[src/rtl/text_ram_pkg.sv]
`default_nettype none
// ============================================================================
// Module      : text_ram_pkg
// Description : Shared constants and encodings for the text RAM arbiter.
// Revision    : 1.0
// ============================================================================
package text_ram_pkg;

    localparam int COLS       = 80;
    localparam int ROWS       = 24;
    localparam int ADDR_WIDTH = 11;
    localparam int DATA_WIDTH = 8;
    localparam logic [DATA_WIDTH-1:0] SPACE_CHAR = 8'h20;

    typedef enum logic [1:0] {
        SLOT_IDLE    = 2'd0,
        SLOT_DISP    = 2'd1,
        SLOT_HOST_RD = 2'd2,
        SLOT_HOST_WR = 2'd3
    } slot_e;

    typedef enum logic [1:0] {
        TAG_NONE = 2'd0,
        TAG_DISP = 2'd1,
        TAG_HOST = 2'd2
    } tag_e;

endpackage
`default_nettype wire

[src/rtl/cell_address.sv]
`default_nettype none
// ============================================================================
// Module      : cell_address
// Description : Registered row/column to linear RAM address with range check.
// Revision    : 1.0
// ============================================================================
module cell_address
    import text_ram_pkg::*;
(
    input  logic                  clk,
    input  logic                  rst,
    input  logic                  i_fetch,
    input  logic [6:0]            i_col,
    input  logic [4:0]            i_row,
    output logic                  o_valid,
    output logic                  o_in_range,
    output logic [ADDR_WIDTH-1:0] o_addr
);

    localparam logic [6:0] c_cols = 7'(COLS);
    localparam logic [4:0] c_rows = 5'(ROWS);

    logic [ADDR_WIDTH-1:0] w_row_ext;
    logic [ADDR_WIDTH-1:0] w_col_ext;
    logic [ADDR_WIDTH-1:0] w_addr;
    logic                  w_in_range;

    logic                  r_valid;
    logic                  r_in_range;
    logic [ADDR_WIDTH-1:0] r_addr;

    assign w_row_ext  = {{(ADDR_WIDTH-5){1'b0}}, i_row};
    assign w_col_ext  = {{(ADDR_WIDTH-7){1'b0}}, i_col};
    assign w_in_range = (i_col < c_cols) && (i_row < c_rows);

    generate
        if (COLS == 80) begin : g_shift_add
            assign w_addr = (w_row_ext << 6) + (w_row_ext << 4) + w_col_ext;
        end else begin : g_mult
            assign w_addr = w_row_ext * ADDR_WIDTH'(COLS) + w_col_ext;
        end
    endgenerate

    // The address only moves on in-range fetches so it can double as the
    // idle value of the RAM address bus.
    always_ff @(posedge clk or posedge rst) begin
        if (rst) begin
            r_valid    <= 1'b0;
            r_in_range <= 1'b0;
            r_addr     <= '0;
        end else begin
            r_valid    <= i_fetch;
            r_in_range <= w_in_range;
            if (i_fetch && w_in_range) begin
                r_addr <= w_addr;
            end
        end
    end

    assign o_valid    = r_valid;
    assign o_in_range = r_in_range;
    assign o_addr     = r_addr;

endmodule
`default_nettype wire

[src/rtl/text_ram_arbiter.sv]
`default_nettype none
// ============================================================================
// Module      : text_ram_arbiter
// Description : Shares the character RAM between display fetch and host port.
// Revision    : 1.0
// ============================================================================
module text_ram_arbiter
    import text_ram_pkg::*;
(
    input  logic                  clk,
    input  logic                  reset,
    input  logic                  fetch,
    input  logic [6:0]            fetch_col,
    input  logic [4:0]            fetch_row,
    output logic                  fetch_valid,
    output logic [DATA_WIDTH-1:0] fetch_char,
    input  logic                  host_valid,
    output logic                  host_ready,
    input  logic                  host_write,
    input  logic [ADDR_WIDTH-1:0] host_addr,
    input  logic [DATA_WIDTH-1:0] host_wdata,
    output logic                  host_rvalid,
    output logic [DATA_WIDTH-1:0] host_rdata,
    output logic                  ram_en,
    output logic                  ram_we,
    output logic [ADDR_WIDTH-1:0] ram_addr,
    output logic [DATA_WIDTH-1:0] ram_wdata,
    input  logic [DATA_WIDTH-1:0] ram_rdata
);

    logic                  w_cell_valid;
    logic                  w_cell_in_range;
    logic [ADDR_WIDTH-1:0] w_cell_addr;
    logic                  w_accept;
    logic                  w_host_issue;
    slot_e                 w_slot;

    logic                  r_alive;
    logic                  r_full;
    logic                  r_hold_write;
    logic [ADDR_WIDTH-1:0] r_hold_addr;
    logic [DATA_WIDTH-1:0] r_hold_wdata;
    logic                  r_last_disp;
    tag_e                  r_tag;
    logic                  r_oor;
    logic                  r_fetch_valid;
    logic [DATA_WIDTH-1:0] r_fetch_char;
    logic                  r_host_rvalid;
    logic [DATA_WIDTH-1:0] r_host_rdata;

    cell_address u_cell_address (
        .clk        (clk),
        .rst        (reset),
        .i_fetch    (fetch),
        .i_col      (fetch_col),
        .i_row      (fetch_row),
        .o_valid    (w_cell_valid),
        .o_in_range (w_cell_in_range),
        .o_addr     (w_cell_addr)
    );

    always_comb begin
        w_slot = SLOT_IDLE;
        if (w_cell_valid && w_cell_in_range) begin
            w_slot = SLOT_DISP;
        end else if (r_full) begin
            w_slot = r_hold_write ? SLOT_HOST_WR : SLOT_HOST_RD;
        end
    end

    assign w_host_issue = (w_slot == SLOT_HOST_RD) || (w_slot == SLOT_HOST_WR);
    assign w_accept     = host_valid && host_ready;

    // r_alive keeps host_ready low throughout reset and until the first edge.
    assign host_ready = r_alive && !r_full;

    assign ram_en    = (w_slot != SLOT_IDLE);
    assign ram_we    = (w_slot == SLOT_HOST_WR);
    assign ram_addr  = ((w_slot == SLOT_DISP) || ((w_slot == SLOT_IDLE) && r_last_disp))
                       ? w_cell_addr : r_hold_addr;
    assign ram_wdata = r_hold_wdata;

    always_ff @(posedge clk or posedge reset) begin
        if (reset) begin
            r_alive      <= 1'b0;
            r_full       <= 1'b0;
            r_hold_write <= 1'b0;
            r_hold_addr  <= '0;
            r_hold_wdata <= '0;
            r_last_disp  <= 1'b0;
        end else begin
            r_alive <= 1'b1;
            if (w_host_issue) begin
                r_full <= 1'b0;
            end
            if (w_accept) begin
                r_full       <= 1'b1;
                r_hold_write <= host_write;
                r_hold_addr  <= host_addr;
                if (host_write) begin
                    r_hold_wdata <= host_wdata;
                end
            end
            if (w_slot == SLOT_DISP) begin
                r_last_disp <= 1'b1;
            end else if (w_host_issue) begin
                r_last_disp <= 1'b0;
            end
        end
    end

    // Return path: the tag travels with each read so ram_rdata is steered
    // to the right output one cycle after the slot.
    always_ff @(posedge clk or posedge reset) begin
        if (reset) begin
            r_tag         <= TAG_NONE;
            r_oor         <= 1'b0;
            r_fetch_valid <= 1'b0;
            r_fetch_char  <= '0;
            r_host_rvalid <= 1'b0;
            r_host_rdata  <= '0;
        end else begin
            case (w_slot)
                SLOT_DISP:    r_tag <= TAG_DISP;
                SLOT_HOST_RD: r_tag <= TAG_HOST;
                default:      r_tag <= TAG_NONE;
            endcase
            r_oor         <= w_cell_valid && !w_cell_in_range;
            r_fetch_valid <= (r_tag == TAG_DISP) || r_oor;
            if (r_tag == TAG_DISP) begin
                r_fetch_char <= ram_rdata;
            end else if (r_oor) begin
                r_fetch_char <= SPACE_CHAR;
            end
            r_host_rvalid <= (r_tag == TAG_HOST);
            if (r_tag == TAG_HOST) begin
                r_host_rdata <= ram_rdata;
            end
        end
    end

    assign fetch_valid = r_fetch_valid;
    assign fetch_char  = r_fetch_char;
    assign host_rvalid = r_host_rvalid;
    assign host_rdata  = r_host_rdata;

endmodule
`default_nettype wire

[config.mk]
export PLATFORM = sky130hd
export DESIGN_NAME = text_ram_arbiter
export DESIGN_NICKNAME = d
export VERILOG_FILES = /design/src/rtl/text_ram_pkg.sv /design/src/rtl/cell_address.sv /design/src/rtl/text_ram_arbiter.sv
export SDC_FILE = /design/constraint.sdc
export NUM_CORES = 1
export LEC_CHECK = 0
export CORE_MARGIN = 2
export CORE_UTILIZATION = 30
export DETAILED_ROUTE_END_ITERATION = 10
export GPL_ROUTABILITY_DRIVEN = 0
export MAX_ROUTING_LAYER = met4
export PLACE_DENSITY = 0.56
export SLEW_MARGIN = 20
export SYNTH_ARGS = -nofsm -noshare
export SYNTH_HDL_FRONTEND = slang
export SYNTH_HIERARCHICAL = 1
export SYNTH_SLANG_ARGS = --single-unit
[constraint.sdc]
create_clock -name clk -period 1.5 [get_ports clk]
set_input_delay 0.3 -clock clk [delete_from_list [all_inputs] [get_ports clk]]
set_output_delay 0.3 -clock clk [all_outputs]
set_load 0.05 [all_outputs]
==> metrics, run 1 <==
area leader, netlist=dfrtp_1; top post-synthesis cells by count=dfrtp_1 (57), mux2_2 (30), nand2_1 (25); CP endpoint kind=output pin; FF-to-FF path depth=5; height of the die=97.5 um; overall die width=97.5 um; Max-Cap Viols=0; largest stage delay on the critical path=0.41 ns; status=finished with violations; Slew Limit Headroom=66.0%; CTS tree=built; Syn Inst Count=189; first-pass GRT wire length=9.59 mm; Layout area overhead=75.0%; Worst Path Required=1.20 ns; sequential-to-total area share from yosys stat=54.4%; CP Launch Type=flip-flop; I/O pin total=84; drt pass-1 iters=5; Final WS setup=-0.356 ns; Slowest-stage cell, CP=dfrtp_1; Post-CTS Hold Buffers=0; clock slew at reported path FFs=0.07 ns; Leak=2.10 nW; die area=9500 um^2; fin nets=362; Worst Max-Slew Pin Slew=0.509 ns; ranking of synthesized cells by area=dfrtp_1 (54%), mux2_2 (13%), mux2_4 (8.6%); routed length per instance=13.8 um; vias in the first global route=1999; synthesized net count=244; worst skew pair latency=0.33 ns; min Tclk post-route=1.86 ns; Cell Rows=34; worst clock skew=0.00776 ns; Yosys top cell area share=54.4%; routed vias=1866; share of cells above drive strength 1=52.2%; post-route ant nets=0; buffers added on ports=83; Tcrit/Tclk final=124%; GRT Util Overall=13.2%; HPWL after DPL=4.40 mm; ant diodes=0; violated checks=setup timing; grt total ovfl=0; final hold vios=0; initial core utilization=30.5%; Detailed Route WL=5.78 mm; TritonCTS Buffers=9; total number of yosys warnings=6; initial antenna violation count=0; pin count of the biggest net entering global routing=22; crit path buf inv count=2; critical path class=reg -> out; Core ar.=8590 um^2; family with the most delay on the worst path=flip-flops; final slew viol count=0; number of synthesized flops with an enable pin=0; DR vias/cell=4.44; most frequent cell after synthesis=dfrtp_1; RSZ-0062 raised after global routing=true; asr flop ratio synth=100%; dpl cells=398; Distinct cells, synth=33; H-tree depth=3; top_reg_cell synth=dfrtp_1; FF-to-FF Start=r_full; Finished Layout Cells=420; worst-path cell chain=o21ai_4 -> buf_6 -> mux2_4 -> buf_12; # clock sinks=57; arrival time at the worst endpoint=1.56 ns; Syn Std Cell Area=2620 um^2; # setup viols final=18; HP Class=in -> async; Crit Reg-Reg Endpoint=ram_wdata[6]; worst hold margin=0.239 ns; Yosys reg bits=57; fmax=539 MHz; drt initial violations=28; r2r setup slk=0.07 ns; average size of a mapped cell=13.9 um^2; PD cells=1510 nW/um^2; drt drc=0; clk root buf=clkbuf_8; critical-path maximum fanout=4; Max VDD drop=0.714 mV; Clock Path Buffers=2; post-place setup slack=-0.954 ns
## layout make-up
type	instances	area, um^2
fillers	739	4010
repair buffers	112	1500
flip-flops and latches	57	1430
multi-input cells	123	1280
clock buffers	10	138
well taps	108	135
clock inverters	6	91.3
inverters	4	15.0
## cell families after synthesis
family | synth area share [%]
AO/OA/AOI/OAI | 3.48
XOR/XNOR | 1.00
adder cells (fa/ha/maj) | 5.82
buffers and inverters | 2.48
flip-flops | 54.4
multiplexers | 21.5
other | 0.143
AND/OR/NAND/NOR | 11.2
## worst register-to-register path: cells and delay by family, from the launching register on
| family | cells | cell delay (ns) |
|---|---|---|
| simple gates | 2 | 0.27 |
| flops | 1 | 0.41 |
| mux | 1 | 0.33 |
| buf+inv | 2 | 0.30 |
## per-stage QoR
step                utilization, %  setup TNS, ns  total power [mW]  cell area, um^2
floorplan                        -          -1.08              3.66             2630
global placement              48.1          -6.76              5.18             4140
detailed placement            48.1          -7.48              5.21             4140
CTS                           52.4          -4.96              6.96             4500
global route                  53.4          -5.47              7.22             4590
finish                        53.4          -4.37              6.92             4590
## power breakdown
group	switching, mW	internal [mW]	total [mW]
sequential	0.268	1.86	2.13
clock	0.635	0.982	1.62
combinational	1.49	1.68	3.17
total	2.39	4.53	6.92
## sequential cells by signal, summed over array words and instances (netlist names)
name,count
r_last_disp,1
u_cell_address/o_in_range,1
host_rvalid,1
ram_wdata,8
u_cell_address/o_addr,11
r_tag,2
fetch_char,8
r_full,1
r_hold_write,1
r_hold_addr,11
fetch_valid,1
host_rdata,8
u_cell_address/o_valid,1
r_alive,1
r_oor,1
## routing by layer
layer  up-vias  share of wire (%)  global-route usage, %
met2        65                 48                   20.8
met4         0                2.3                   5.88
met3        14                5.2                   3.67
met5         -                  0                      -
li1        894                  -                      -
met1       893                 45                   15.8
## what timing repair did
action	in CTS	in global routing
pin swaps	17	15
setup endpoints to repair	19	27
setup buffers	3	4
gates resized for setup	46	14
gates cloned	0	1
## layout by cell type (no fill, tap or decap), types with 2 or more instances in the layout
master,netlist,layout
a21o_1,3,3
a21oi_2,0,3
buf_12,0,41
buf_4,0,20
buf_6,2,8
buf_8,1,3
bufinv_16,0,2
clkbuf_2,0,2
clkbuf_8,0,10
clkdlybuf4s50_1,0,35
clkinvlp_4,0,3
dfrtp_1,57,57
fa_2,0,2
ha_4,0,7
inv_1,4,2
inv_2,0,2
mux2_2,30,28
mux2_4,15,17
nand2_1,25,24
nand2b_1,3,2
nand3_4,2,2
nand3b_1,7,7
nor2b_1,3,3
o21ai_1,0,3
xor2_1,2,2
## how the worst max path moves through the flow
stage          slack, ns         start                         to  cells after the start
2_1_floorplan      -0.34  fetch_row[2]  u_cell_address/o_addr[10]                      6
3_3_place_gp       -0.88  fetch_row[2]  u_cell_address/o_addr[10]                      7
3_5_place_dp       -0.95  fetch_row[2]  u_cell_address/o_addr[10]                      7
4_1_cts            -0.41        r_full                ram_addr[3]                      4
5_1_grt            -0.43        r_full                ram_addr[3]                      4
6_report           -0.36        r_full                ram_addr[3]                      4
(Power assumes the default switching activity.)
==> inputs of run 2 (changes only) <==
--- a/config.mk
+++ b/config.mk
@@ -6,11 +6,12 @@
 export NUM_CORES = 1
 export LEC_CHECK = 0
 export CORE_MARGIN = 2
-export CORE_UTILIZATION = 30
+export CORE_UTILIZATION = 42
 export DETAILED_ROUTE_END_ITERATION = 10
 export GPL_ROUTABILITY_DRIVEN = 0
+export HOLD_SLACK_MARGIN = 0.1
 export MAX_ROUTING_LAYER = met4
-export PLACE_DENSITY = 0.56
+export PLACE_DENSITY = 0.75
 export SLEW_MARGIN = 20
 export SYNTH_ARGS = -nofsm -noshare
 export SYNTH_HDL_FRONTEND = slang
==> run 2 against run 1 <==
  * The flow still finishes with violations (setup timing)
  * Global-route usage increased by 4.6 points
  * Design area decreased by 2.8%
  * Sequential share of layout area grew 0.89 points
==> metrics, run 2 (same netlist as run 1, synthesis figures left out) <==
most common cell after layout, fill and taps aside=dfrtp_1; DR vias/cell=4.91; multi-input logic area=1240 um^2; initial core utilization=43.8%; PD cells=1470 nW/um^2; violated checks=setup timing; Finished Layout Cells=389; buffers added on ports=83; DP Area=4100 um^2; ant diodes=0; Leak=2.09 nW; Detailed Route WL=5.74 mm; Max VDD drop=0.915 mV; share of cells above drive strength 1=51.0%; min Tclk post-route=1.86 ns; first-pass GRT wire length=9.41 mm; largest stage delay on the critical path=0.41 ns; HPWL after DPL=4.34 mm; H-tree depth=3; height of the die=83 um; Core ar.=5990 um^2; I/O pin total=84; HP Class=in -> async; Slowest-stage cell, CP=dfrtp_1; final hold vios=0; clock slew at reported path FFs=0.06 ns; overall die width=83 um; critical-path maximum fanout=4; grt total ovfl=0; status=finished with violations; Fillers=376; FF-to-FF Start=r_full; worst clock skew=0.00671 ns; clk root buf=clkbuf_8; # clock sinks=57; worst skew pair latency=0.32 ns; Tcrit/Tclk final=124%; Setup TNS Final=-4.41 ns; r2r setup slk=0.06 ns; Clock Path Buffers=2; CP Launch Type=flip-flop; FF-to-FF path depth=5; final slew viol count=0; initial antenna violation count=0; die area=6890 um^2; post-route ant nets=0; Cell Rows=28; pin count of the biggest net entering global routing=22; Max-Cap Viols=0; Final WS setup=-0.360 ns; CTS tree=built; routed length per instance=14.8 um; critical path class=reg -> out; TritonCTS Buffers=9; commonest non-fill, non-tap cells in the layout=dfrtp_1 (57), buf_12 (41), clkdlybuf4s50_1 (35), mux2_2 (28), buf_4 (25); drt initial violations=26; cell area after layout=4460 um^2; Crit Reg-Reg Endpoint=ram_wdata[1]; fin nets=365; fmax=538 MHz; drt drc=0; drt pass-1 iters=4; worst-path cell chain=o21ai_4 -> buf_6 -> mux2_4 -> buf_12; arrival time at the worst endpoint=1.56 ns; routed vias=1911; CP endpoint kind=output pin; RSZ-0062 raised after global routing=true; Storage cell area=1430 um^2; Worst Path Required=1.20 ns; # setup viols final=16; vias in the first global route=1911; Layout area overhead=70.1%; dpl cells=368; GRT Util Overall=17.8%
-- run 2: cell type report --
cell class / count / share of cell area, %
sequential: 57 / 32.0
multi-input combinational: 123 / 27.8
tap: 75 / 2.10
clock buffer: 13 / 3.79
clock inverter: 2 / 0.281
timing repair buffer: 115 / 33.7
inverter: 4 / 0.337
-- run 2: critical path: cells and delay by family (launching register included) --
family,cells,cell delay (ns)
flops,1,0.41
mux,1,0.32
buf+inv,2,0.31
compound gates,1,0.20
-- run 2: timing repair --
action                     4_1_cts  5_1_grt
setup buffers                    2        3
setup endpoints to repair       19       21
resized for setup               45        4
pin swaps                       13        8
hold buffers                     0        0
gates cloned                     0        1
-- run 2: per-layer routing --
metal  GRT usage (%)  up-vias  part of all wire, %
met3            5.77        9                  5.6
met4            4.62        0                  1.1
met1            21.5      932                   43
li1                -      903                    -
met2            29.0       67                   50
met5               -        -                    0
-- run 2: worst max path at each step --
stage / startpoint / endpoint / slack (ns) / depth (start not counted)
floorplan: fetch_row[2] / u_cell_address/o_addr[10] / -0.34 / 6
global placement: fetch_row[2] / u_cell_address/o_addr[10] / -0.87 / 7
detailed placement: fetch_row[0] / u_cell_address/o_addr[10] / -0.91 / 7
CTS: r_full / ram_addr[4] / -0.42 / 4
global route: r_full / ram_addr[4] / -0.41 / 4
finish: r_full / ram_addr[4] / -0.36 / 4
-- run 2: through the flow --
stage	utilization [%]	setup WS, ns	hold slack [ns]	power (mW)
floorplan	-	-0.344	0.177	3.66
global placement	68.5	-0.866	0.447	5.15
detailed placement	68.5	-0.912	0.465	5.21
CTS	73.5	-0.416	0.235	6.60
global route	74.4	-0.415	0.255	6.82
finish	74.4	-0.360	0.240	6.56
-- run 2: power by group --
| group | switching, mW | leakage, nW | internal [mW] |
|---|---|---|---|
| Sequential | 0.267 | 0.689 | 1.86 |
| Clock | 0.554 | 0.0915 | 0.723 |
| Combinational | 1.49 | 1.31 | 1.67 |
